--- src/rtl/mfp_ahb_wifi_rx.sv ---
// mfp_ahb_wifi_rx
//   AHB-Lite slave that deserialises the ESP8266 byte stream on WIFI_RX
//   (8N1, LSB first) into a DEPTH-entry FIFO. A level interrupt fires when
//   the fill level reaches a programmable threshold.
//
//   Optional build macro: MFP_WIFI_RX_PARITY_EN adds one even-parity bit
//   between the data and stop bits (11-bit frame) and enables par_err.
//
// Ports
//   HCLK, HRESETn          clock, async active-low reset
//   HSEL/HADDR/HTRANS/
//   HWRITE/HWDATA          AHB-Lite address/data phase inputs
//   HRDATA, HREADY         read data (combinational in data phase), always ready
//   WIFI_RX                asynchronous serial input, idle high
//   IO_WIFI_INT            registered level interrupt
//
// Register map (word offsets)
//   0x0 DATA   : {23'b0, valid, byte}, reading a non-empty FIFO pops it
//   0x4 STATUS : {15'b0, count[8:0], 3'b0, par_err, overrun, frame_err, full, empty}
//   0x8 CTRL   : [8:0] threshold; write [31] clears errors, [30] flushes
//   0xC        : reads 0
module mfp_ahb_wifi_rx #(
    parameter int CLK_HZ     = 50000000,
    parameter int BAUD       = 115200,
    parameter int DEPTH      = 16,
    parameter int THRESH_RST = 1
) (
    input  logic        HCLK,
    input  logic        HRESETn,
    input  logic        HSEL,
    input  logic [3:0]  HADDR,
    input  logic [1:0]  HTRANS,
    input  logic        HWRITE,
    input  logic [31:0] HWDATA,
    output logic [31:0] HRDATA,
    output logic        HREADY,
    input  logic        WIFI_RX,
    output logic        IO_WIFI_INT
);
    localparam int          DIV     = CLK_HZ / BAUD;
    localparam int          AW      = $clog2(DEPTH);
    localparam logic [15:0] DIV_M1  = 16'(DIV - 1);
    localparam logic [15:0] HALF_M1 = 16'(DIV / 2 - 1);

`ifdef MFP_WIFI_RX_PARITY_EN
    typedef enum logic [2:0] {IDLE, START, DATA, PARITY, STOP} state_t;
`else
    typedef enum logic [2:0] {IDLE, START, DATA, STOP} state_t;
`endif

    // ---------------- serial receiver ----------------
    logic [1:0]  sync_q;
    logic        rx_s, rx_d_q, fall;
    state_t      state_q, state_d;
    logic [15:0] cnt_q, cnt_d;
    logic [2:0]  bit_q, bit_d;
    logic [7:0]  sh_q, sh_d;
    logic        pb_q, pb_d;          // parity mismatch seen in this frame
    logic        rx_push, ferr_set, perr_set;

    assign rx_s = sync_q[1];
    assign fall = rx_d_q & ~rx_s;

    always_ff @(posedge HCLK or negedge HRESETn) begin
        if (!HRESETn) begin
            sync_q  <= 2'b11;
            rx_d_q  <= 1'b1;
            state_q <= IDLE;
            cnt_q   <= '0;
            bit_q   <= '0;
            sh_q    <= '0;
            pb_q    <= 1'b0;
        end else begin
            sync_q  <= {sync_q[0], WIFI_RX};
            rx_d_q  <= rx_s;
            state_q <= state_d;
            cnt_q   <= cnt_d;
            bit_q   <= bit_d;
            sh_q    <= sh_d;
            pb_q    <= pb_d;
        end
    end

    always_comb begin
        state_d  = state_q;
        cnt_d    = cnt_q + 16'd1;
        bit_d    = bit_q;
        sh_d     = sh_q;
        pb_d     = pb_q;
        rx_push  = 1'b0;
        ferr_set = 1'b0;
        perr_set = 1'b0;
        case (state_q)
            IDLE: begin
                cnt_d = '0;
                if (fall) begin
                    state_d = START;
                    pb_d    = 1'b0;
                end
            end
            START: if (cnt_q == HALF_M1) begin
                // mid start bit: a high sample means the edge was a glitch
                cnt_d   = '0;
                bit_d   = '0;
                state_d = rx_s ? IDLE : DATA;
            end
            DATA: if (cnt_q == DIV_M1) begin
                cnt_d = '0;
                sh_d  = {rx_s, sh_q[7:1]};
                bit_d = bit_q + 3'd1;
`ifdef MFP_WIFI_RX_PARITY_EN
                if (bit_q == 3'd7) state_d = PARITY;
`else
                if (bit_q == 3'd7) state_d = STOP;
`endif
            end
`ifdef MFP_WIFI_RX_PARITY_EN
            PARITY: if (cnt_q == DIV_M1) begin
                cnt_d   = '0;
                state_d = STOP;
                if (rx_s != ^sh_q) begin
                    pb_d     = 1'b1;
                    perr_set = 1'b1;
                end
            end
`endif
            STOP: if (cnt_q == DIV_M1) begin
                state_d = IDLE;
                if (rx_s) rx_push  = ~pb_q;
                else      ferr_set = 1'b1;
            end
            default: state_d = IDLE;
        endcase
    end

    // ---------------- AHB-Lite front end ----------------
    logic       dp_vld_q, dp_wr_q;
    logic [1:0] dp_addr_q;

    always_ff @(posedge HCLK or negedge HRESETn) begin
        if (!HRESETn) begin
            dp_vld_q  <= 1'b0;
            dp_wr_q   <= 1'b0;
            dp_addr_q <= '0;
        end else begin
            dp_vld_q  <= HSEL & HTRANS[1];
            dp_wr_q   <= HWRITE;
            dp_addr_q <= HADDR[3:2];
        end
    end

    // ---------------- FIFO, flags, threshold ----------------
    logic [7:0]    mem [DEPTH];
    logic [AW-1:0] wp_q, rp_q;
    logic [8:0]    count_q, thresh_q;
    logic          frame_err_q, overrun_q, par_err_q, irq_q;
    logic          empty, full, rd, pop, ctrl_wr, clr, flush;
    logic          do_push, do_pop, ovr_set;

    assign empty   = (count_q == 9'd0);
    assign full    = (count_q == 9'(DEPTH));
    assign rd      = dp_vld_q & ~dp_wr_q;
    assign pop     = rd & (dp_addr_q == 2'd0) & ~empty;
    assign ctrl_wr = dp_vld_q & dp_wr_q & (dp_addr_q == 2'd2);
    assign clr     = ctrl_wr & HWDATA[31];
    assign flush   = ctrl_wr & HWDATA[30];
    // a simultaneous pop frees the slot, so a full FIFO still accepts the byte
    assign do_push = rx_push & ~flush & (~full | pop);
    assign do_pop  = pop & ~flush;
    assign ovr_set = rx_push & ~flush & full & ~pop;

    always_ff @(posedge HCLK) begin
        if (do_push) mem[wp_q] <= sh_q;
    end

    always_ff @(posedge HCLK or negedge HRESETn) begin
        if (!HRESETn) begin
            wp_q        <= '0;
            rp_q        <= '0;
            count_q     <= '0;
            thresh_q    <= 9'(THRESH_RST);
            frame_err_q <= 1'b0;
            overrun_q   <= 1'b0;
            par_err_q   <= 1'b0;
            irq_q       <= 1'b0;
        end else begin
            if (flush) begin
                wp_q    <= '0;
                rp_q    <= '0;
                count_q <= '0;
            end else begin
                if (do_push) wp_q <= wp_q + 1'b1;
                if (do_pop)  rp_q <= rp_q + 1'b1;
                count_q <= count_q + 9'(do_push) - 9'(do_pop);
            end
            if (ctrl_wr) thresh_q <= HWDATA[8:0];
            // a new error in the same cycle as a clear wins
            frame_err_q <= (frame_err_q & ~clr) | ferr_set;
            overrun_q   <= (overrun_q   & ~clr) | ovr_set;
            par_err_q   <= (par_err_q   & ~clr) | perr_set;
            irq_q       <= (count_q >= thresh_q) & (thresh_q != 9'd0);
        end
    end

    always_comb begin
        HRDATA = '0;
        if (rd) begin
            case (dp_addr_q)
                2'd0: if (!empty) HRDATA = {23'b0, 1'b1, mem[rp_q]};
                2'd1: HRDATA = {15'b0, count_q, 3'b0, par_err_q, overrun_q,
                                frame_err_q, full, empty};
                2'd2: HRDATA = {23'b0, thresh_q};
                default: HRDATA = '0;
            endcase
        end
    end

    assign HREADY      = 1'b1;
    assign IO_WIFI_INT = irq_q;

    logic unused_ok;
    assign unused_ok = ^{HADDR[1:0], HTRANS[0], HWDATA[29:9]};

endmodule

--- config.mk ---
export PLATFORM = sky130hd
export DESIGN_NAME = mfp_ahb_wifi_rx
export DESIGN_NICKNAME = d
export VERILOG_FILES = /design/src/rtl/mfp_ahb_wifi_rx.sv
export SDC_FILE = /design/constraint.sdc
export NUM_CORES = 1
export LEC_CHECK = 0
export BUFFER_PORTS_ARGS = -buffer_cell sky130_fd_sc_hd__buf_2
export CORE_ASPECT_RATIO = 1.1
export CORE_MARGIN = 2
export CORE_UTILIZATION = 54
export CTS_BUF_LIST = sky130_fd_sc_hd__clkbuf_16
export DETAILED_ROUTE_END_ITERATION = 8
export PLACE_DENSITY = 0.79
export SLEW_MARGIN = 20
export SYNTH_ARGS = -nofsm -noshare
export SYNTH_HDL_FRONTEND = slang
export SYNTH_SLANG_ARGS = --single-unit
--- constraint.sdc ---
create_clock -name HCLK -period 3.3 [get_ports HCLK]
set_input_delay 0.33 -clock HCLK [delete_from_list [all_inputs] [get_ports HCLK]]
set_output_delay 0.33 -clock HCLK [all_outputs]
set_load 0.02 [all_outputs]
==> impl_metrics.prom <==
# TYPE chip_impl_metric gauge
chip_impl_metric{name="ant_nets",unit=""} 0
chip_impl_metric{name="clkPwrFrac",unit="%"} 27.9
chip_impl_metric{name="clk-insertion-delay-late",unit="ns"} 0.44
chip_impl_metric{name="hold_ws",unit="ns"} 0.100
chip_impl_metric{name="postLayoutCoreUtil",unit="%"} 63.6
chip_impl_metric{name="n_antenna_cell",unit=""} 0
chip_impl_metric{name="ctsHtreeMaxLevel",unit=""} 4
chip_impl_metric{name="firstDrtPassIters",unit=""} 5
chip_impl_metric{name="clkTransAtPathRegs",unit="ns"} 0.07
chip_impl_metric{name="cts_inserted_buffers",unit=""} 17
chip_impl_info{name="globalRoute.busiestLayer",value="met2"} 1
chip_impl_metric{name="maxSlewViolCount",unit=""} 0
chip_impl_metric{name="timing.critical_path.fanout_max",unit=""} 4
chip_impl_metric{name="synth_top_area_share",unit="%"} 44.0
chip_impl_metric{name="aggregate_negative_setup_slack",unit="ns"} -0.0164
chip_impl_metric{name="fin_skew",unit="ns"} 0.0109
chip_impl_metric{name="synth_sequential_area_ratio",unit="%"} 62.9
chip_impl_info{name="rsz0062_at_grt",value="true"} 1
chip_impl_metric{name="vias",unit=""} 5516
chip_impl_metric{name="grt_antenna_before_repair",unit=""} 0
chip_impl_metric{name="die_x",unit="um"} 125
chip_impl_metric{name="count_of_maximum_capacitance_violations",unit=""} 0
chip_impl_metric{name="synth_async_sr_flop_share",unit="%"} 34.0
chip_impl_metric{name="port_buffers",unit=""} 36
chip_impl_metric{name="tightest_slew",unit="ns"} 0.766
chip_impl_metric{name="routed_via_density",unit=""} 6.04
chip_impl_metric{name="bufs_on_longest_clock_path",unit=""} 2
chip_impl_metric{name="min_period",unit="ns"} 3.32
chip_impl_metric{name="chip_height",unit="um"} 137
chip_impl_metric{name="syn_area",unit="um^2"} 8740
chip_impl_metric{name="use_met1",unit="%"} 29.1
chip_impl_metric{name="power.internal",unit="mW"} 4.60
chip_impl_info{name="synth.top_cells.by_count",value="sky130_fd_sc_hd__edfxtp_1, sky130_fd_sc_hd__dfrtp_1, sky130_fd_sc_hd__nor2_1"} 1
chip_impl_info{name="clk_root_buffer_cell",value="sky130_fd_sc_hd__clkbuf_16"} 1
chip_impl_metric{name="synth_warnings",unit=""} 0
chip_impl_metric{name="grt_max_degree",unit=""} 29
chip_impl_metric{name="cp_data_arrival_time",unit="ns"} 3.68
chip_impl_metric{name="power_switching_share",unit="%"} 32.0
chip_impl_metric{name="remaining_drc_errors",unit=""} 0
chip_impl_info{name="critical_path.cell_chain",value="inv_2 > ha_4 > or4b_4 > o31ai_4 > inv_2 > ha_4 > inv_2 > ha_4 > fa_2 > a21oi_2 > o21bai_1 > and2_4 > o31ai_4 > mux2i_1"} 1
chip_impl_metric{name="first_global_vias",unit=""} 5474
chip_impl_metric{name="grt_use_total",unit="%"} 22.9
chip_impl_metric{name="final.setup.worst_slack",unit="ns"} -0.0164
chip_impl_metric{name="grt_first_pass_wirelength",unit="um"} 29500
chip_impl_metric{name="achievable-frequency",unit="GHz"} 0.302
chip_impl_info{name="synth_flop_cell",value="sky130_fd_sc_hd__edfxtp_1"} 1
chip_impl_metric{name="power.combinational.fraction",unit="%"} 27.2
chip_impl_metric{name="vdd_drop_max",unit="uV"} 446
chip_impl_metric{name="wire_per_inst",unit="um"} 21.0
chip_impl_metric{name="std_cell_rows",unit=""} 48
chip_impl_metric{name="switch_pwr",unit="mW"} 2.17
chip_impl_metric{name="congestion_overflow_gr",unit=""} 0
chip_impl_info{name="hold_path_class",value="primary input to flip-flop"} 1
chip_impl_metric{name="drive_gt1_share",unit="%"} 25.1
chip_impl_metric{name="global_route.usage.met3",unit="%"} 4.62
chip_impl_metric{name="cp_slowest_stage_delay",unit="ns"} 0.48
chip_impl_info{name="violated_checks",value="setup timing"} 1
chip_impl_info{name="synth.area.top_cells",value="sky130_fd_sc_hd__edfxtp_1, sky130_fd_sc_hd__dfrtp_1, sky130_fd_sc_hd__mux4_2, sky130_fd_sc_hd__ha_1, sky130_fd_sc_hd__nor2_1"} 1
chip_impl_metric{name="design.core.area",unit="um^2"} 15800
chip_impl_metric{name="timing.critical_path.required",unit="ns"} 3.66
chip_impl_info{name="yosys.cell_count.top_type",value="sky130_fd_sc_hd__edfxtp_1"} 1
chip_impl_metric{name="area_growth",unit="%"} 14.9
chip_impl_metric{name="seq_power_share",unit="%"} 45.0
chip_impl_metric{name="relSlewSlack",unit="%"} 48.7
chip_impl_metric{name="use_met2",unit="%"} 38.5
chip_impl_metric{name="min_period_over_period",unit="%"} 100
chip_impl_metric{name="io_pins",unit=""} 77
chip_impl_metric{name="clock_sink_count",unit=""} 194
chip_impl_info{name="cts_tree",value="yes"} 1
chip_impl_metric{name="power.leakage",unit="nW"} 4.24
chip_impl_metric{name="routed_wirelength",unit="um"} 19200
chip_impl_metric{name="pwrdens",unit="nW/um^2"} 674
chip_impl_info{name="crit_slowest_cell",value="sky130_fd_sc_hd__or4b_4"} 1
chip_impl_info{name="yosysTopAreaCell",value="sky130_fd_sc_hd__edfxtp_1"} 1
chip_impl_metric{name="place.gp.congestion",unit=""} 0.872
chip_impl_metric{name="nNetsFinal",unit=""} 776
chip_impl_metric{name="finalSetupViolCount",unit=""} 1
chip_impl_metric{name="post_synth_inst_count",unit=""} 618
chip_impl_info{name="status",value="complete, but fails checks"} 1
chip_impl_metric{name="final_hold_viol_count",unit=""} 0
chip_impl_metric{name="synth_enable_flop_cells",unit=""} 128
chip_impl_metric{name="die_area",unit="um^2"} 17200
chip_impl_metric{name="drtIter0Drc",unit=""} 654
chip_impl_info{name="end_kind",value="flip-flop"} 1
chip_impl_metric{name="synth.ff_latch_count",unit=""} 194
chip_impl_metric{name="initial_utilization",unit="%"} 55.4
chip_impl_info{name="cp-start-kind",value="flip-flop"} 1
chip_impl_info{name="criticalPathCategory",value="flip-flop to flip-flop"} 1
chip_impl_metric{name="place.detailed.hpwl",unit="um"} 12500
chip_impl_metric{name="postSynthAreaPerCell",unit="um^2"} 14.1
chip_impl_metric{name="yosysUniqueCellTypes",unit=""} 57
sequential cells by signal, summed over array words and instances (netlist names), 2 cells and up:
signal	count
bit_q	3
sh_q	8
sync_q	2
rp_q	4
cnt_q	16
thresh_q	9
wp_q	4
state_q	2
count_q	9
dp_addr_q	2
mem	128
final timing paths:
path	depth (start not counted)	slack, ns	startpoint	end
worst max-delay path	14	-0.02	count_q[2]	count_q[6]
worst max register to register	14	-0.02	count_q[2]	count_q[6]
min in group asynchronous	2	0.39	HRESETn	count_q[4]
worst min register to register	0	0.36	sync_q[0]	sync_q[1]
max in group asynchronous	3	2.12	HRESETn	sync_q[0]
worst min-delay path	3	0.10	HWDATA[7]	thresh_q[7]
power groups by stage:
stage	logic, mW	clock network [mW]	registers, mW
3_5_place_dp	1.68	0	3.06
3_3_place_gp	1.59	0	3.05
6_report	1.84	1.89	3.04
2_1_floorplan	1.34	0	2.93
5_1_grt	1.99	2.01	3.07
4_1_cts	1.71	1.91	3.02
kinds of logic after synthesis:
family,after synthesis,synth area share (%)
AND/OR/NAND/NOR,189,11.1
multiplexers,45,9.86
buffers and inverters,69,3.76
AO/OA/AOI/OAI,64,5.35
XOR/XNOR,23,2.30
other,2,0.0859
flip-flops,194,62.9
adder cells (fa/ha/maj),32,4.66
final cells by class:
type,instances,area (um^2)
clock buffers,18,450
clock inverters,14,87.6
fillers,1072,5750
inverters,33,124
multi-input cells,369,3050
flip-flops and latches,194,5500
well taps,200,250
repair buffers,86,581
metal layers:
layer / up-vias / routed length, um
met2: 270 / 9770
li1: 2417 / -
met5: - / 0
met4: 0 / 567
met1: 2772 / 7510
met3: 57 / 1330
timing repair:
action,4_1_cts,5_1_grt
hold endpoints to repair,20,1
hold buffers,4,1
setup buffers,3,7
setup endpoints to repair,2,2
pin swaps,3,8
gates resized for setup,3,6
per-stage QoR:
step                      cells  cell area, um^2  total power [mW]  setup WS (ns)
after floorplan             632             8840              4.27        -0.0984
final                       914            10000              6.77        -0.0164
after detailed placement    867             9340              4.74        -0.0782
after global routing        914            10000              7.06         -0.149
after CTS                   906             9950              6.64        0.00831
after global placement      867             9340              4.64         0.0303
worst max-delay path: cells and delay by family, from the launching register on:
family	cells	cell delay, ns
AOI/OAI and AO/OA	4	0.85
muxes	1	0.21
buffers and inverters	3	0.22
adders and majority gates	4	0.91
and+or+nand+nor	2	0.65
DFF	1	0.40
layout by cell type (no fill, tap or decap), types with 5 or more instances in the layout:
| master | instances |
|---|---|
| sky130_fd_sc_hd__buf_4 | 44 |
| sky130_fd_sc_hd__conb_1 | 16 |
| sky130_fd_sc_hd__nor2b_1 | 10 |
| sky130_fd_sc_hd__nand2b_1 | 5 |
| sky130_fd_sc_hd__ha_1 | 28 |
| sky130_fd_sc_hd__edfxtp_1 | 128 |
| sky130_fd_sc_hd__and3_1 | 9 |
| sky130_fd_sc_hd__and2_1 | 11 |
| sky130_fd_sc_hd__mux4_2 | 32 |
| sky130_fd_sc_hd__o22ai_1 | 5 |
| sky130_fd_sc_hd__a22oi_1 | 13 |
| sky130_fd_sc_hd__xnor2_1 | 13 |
| sky130_fd_sc_hd__nand2_1 | 45 |
| sky130_fd_sc_hd__nor4_1 | 5 |
| sky130_fd_sc_hd__inv_2 | 7 |
| sky130_fd_sc_hd__xor2_1 | 10 |
| sky130_fd_sc_hd__dlygate4sd3_1 | 5 |
| sky130_fd_sc_hd__mux2_2 | 9 |
| sky130_fd_sc_hd__a21oi_1 | 9 |
| sky130_fd_sc_hd__nor3_1 | 10 |
| sky130_fd_sc_hd__dfrtp_1 | 61 |
| sky130_fd_sc_hd__o21ai_0 | 14 |
| sky130_fd_sc_hd__clkbuf_16 | 18 |
| sky130_fd_sc_hd__nand3_1 | 18 |
| sky130_fd_sc_hd__nand4_1 | 8 |
| sky130_fd_sc_hd__inv_1 | 32 |
| sky130_fd_sc_hd__nor2_1 | 51 |
| sky130_fd_sc_hd__buf_2 | 36 |
Note: power is estimated with default switching activity, not from simulation.
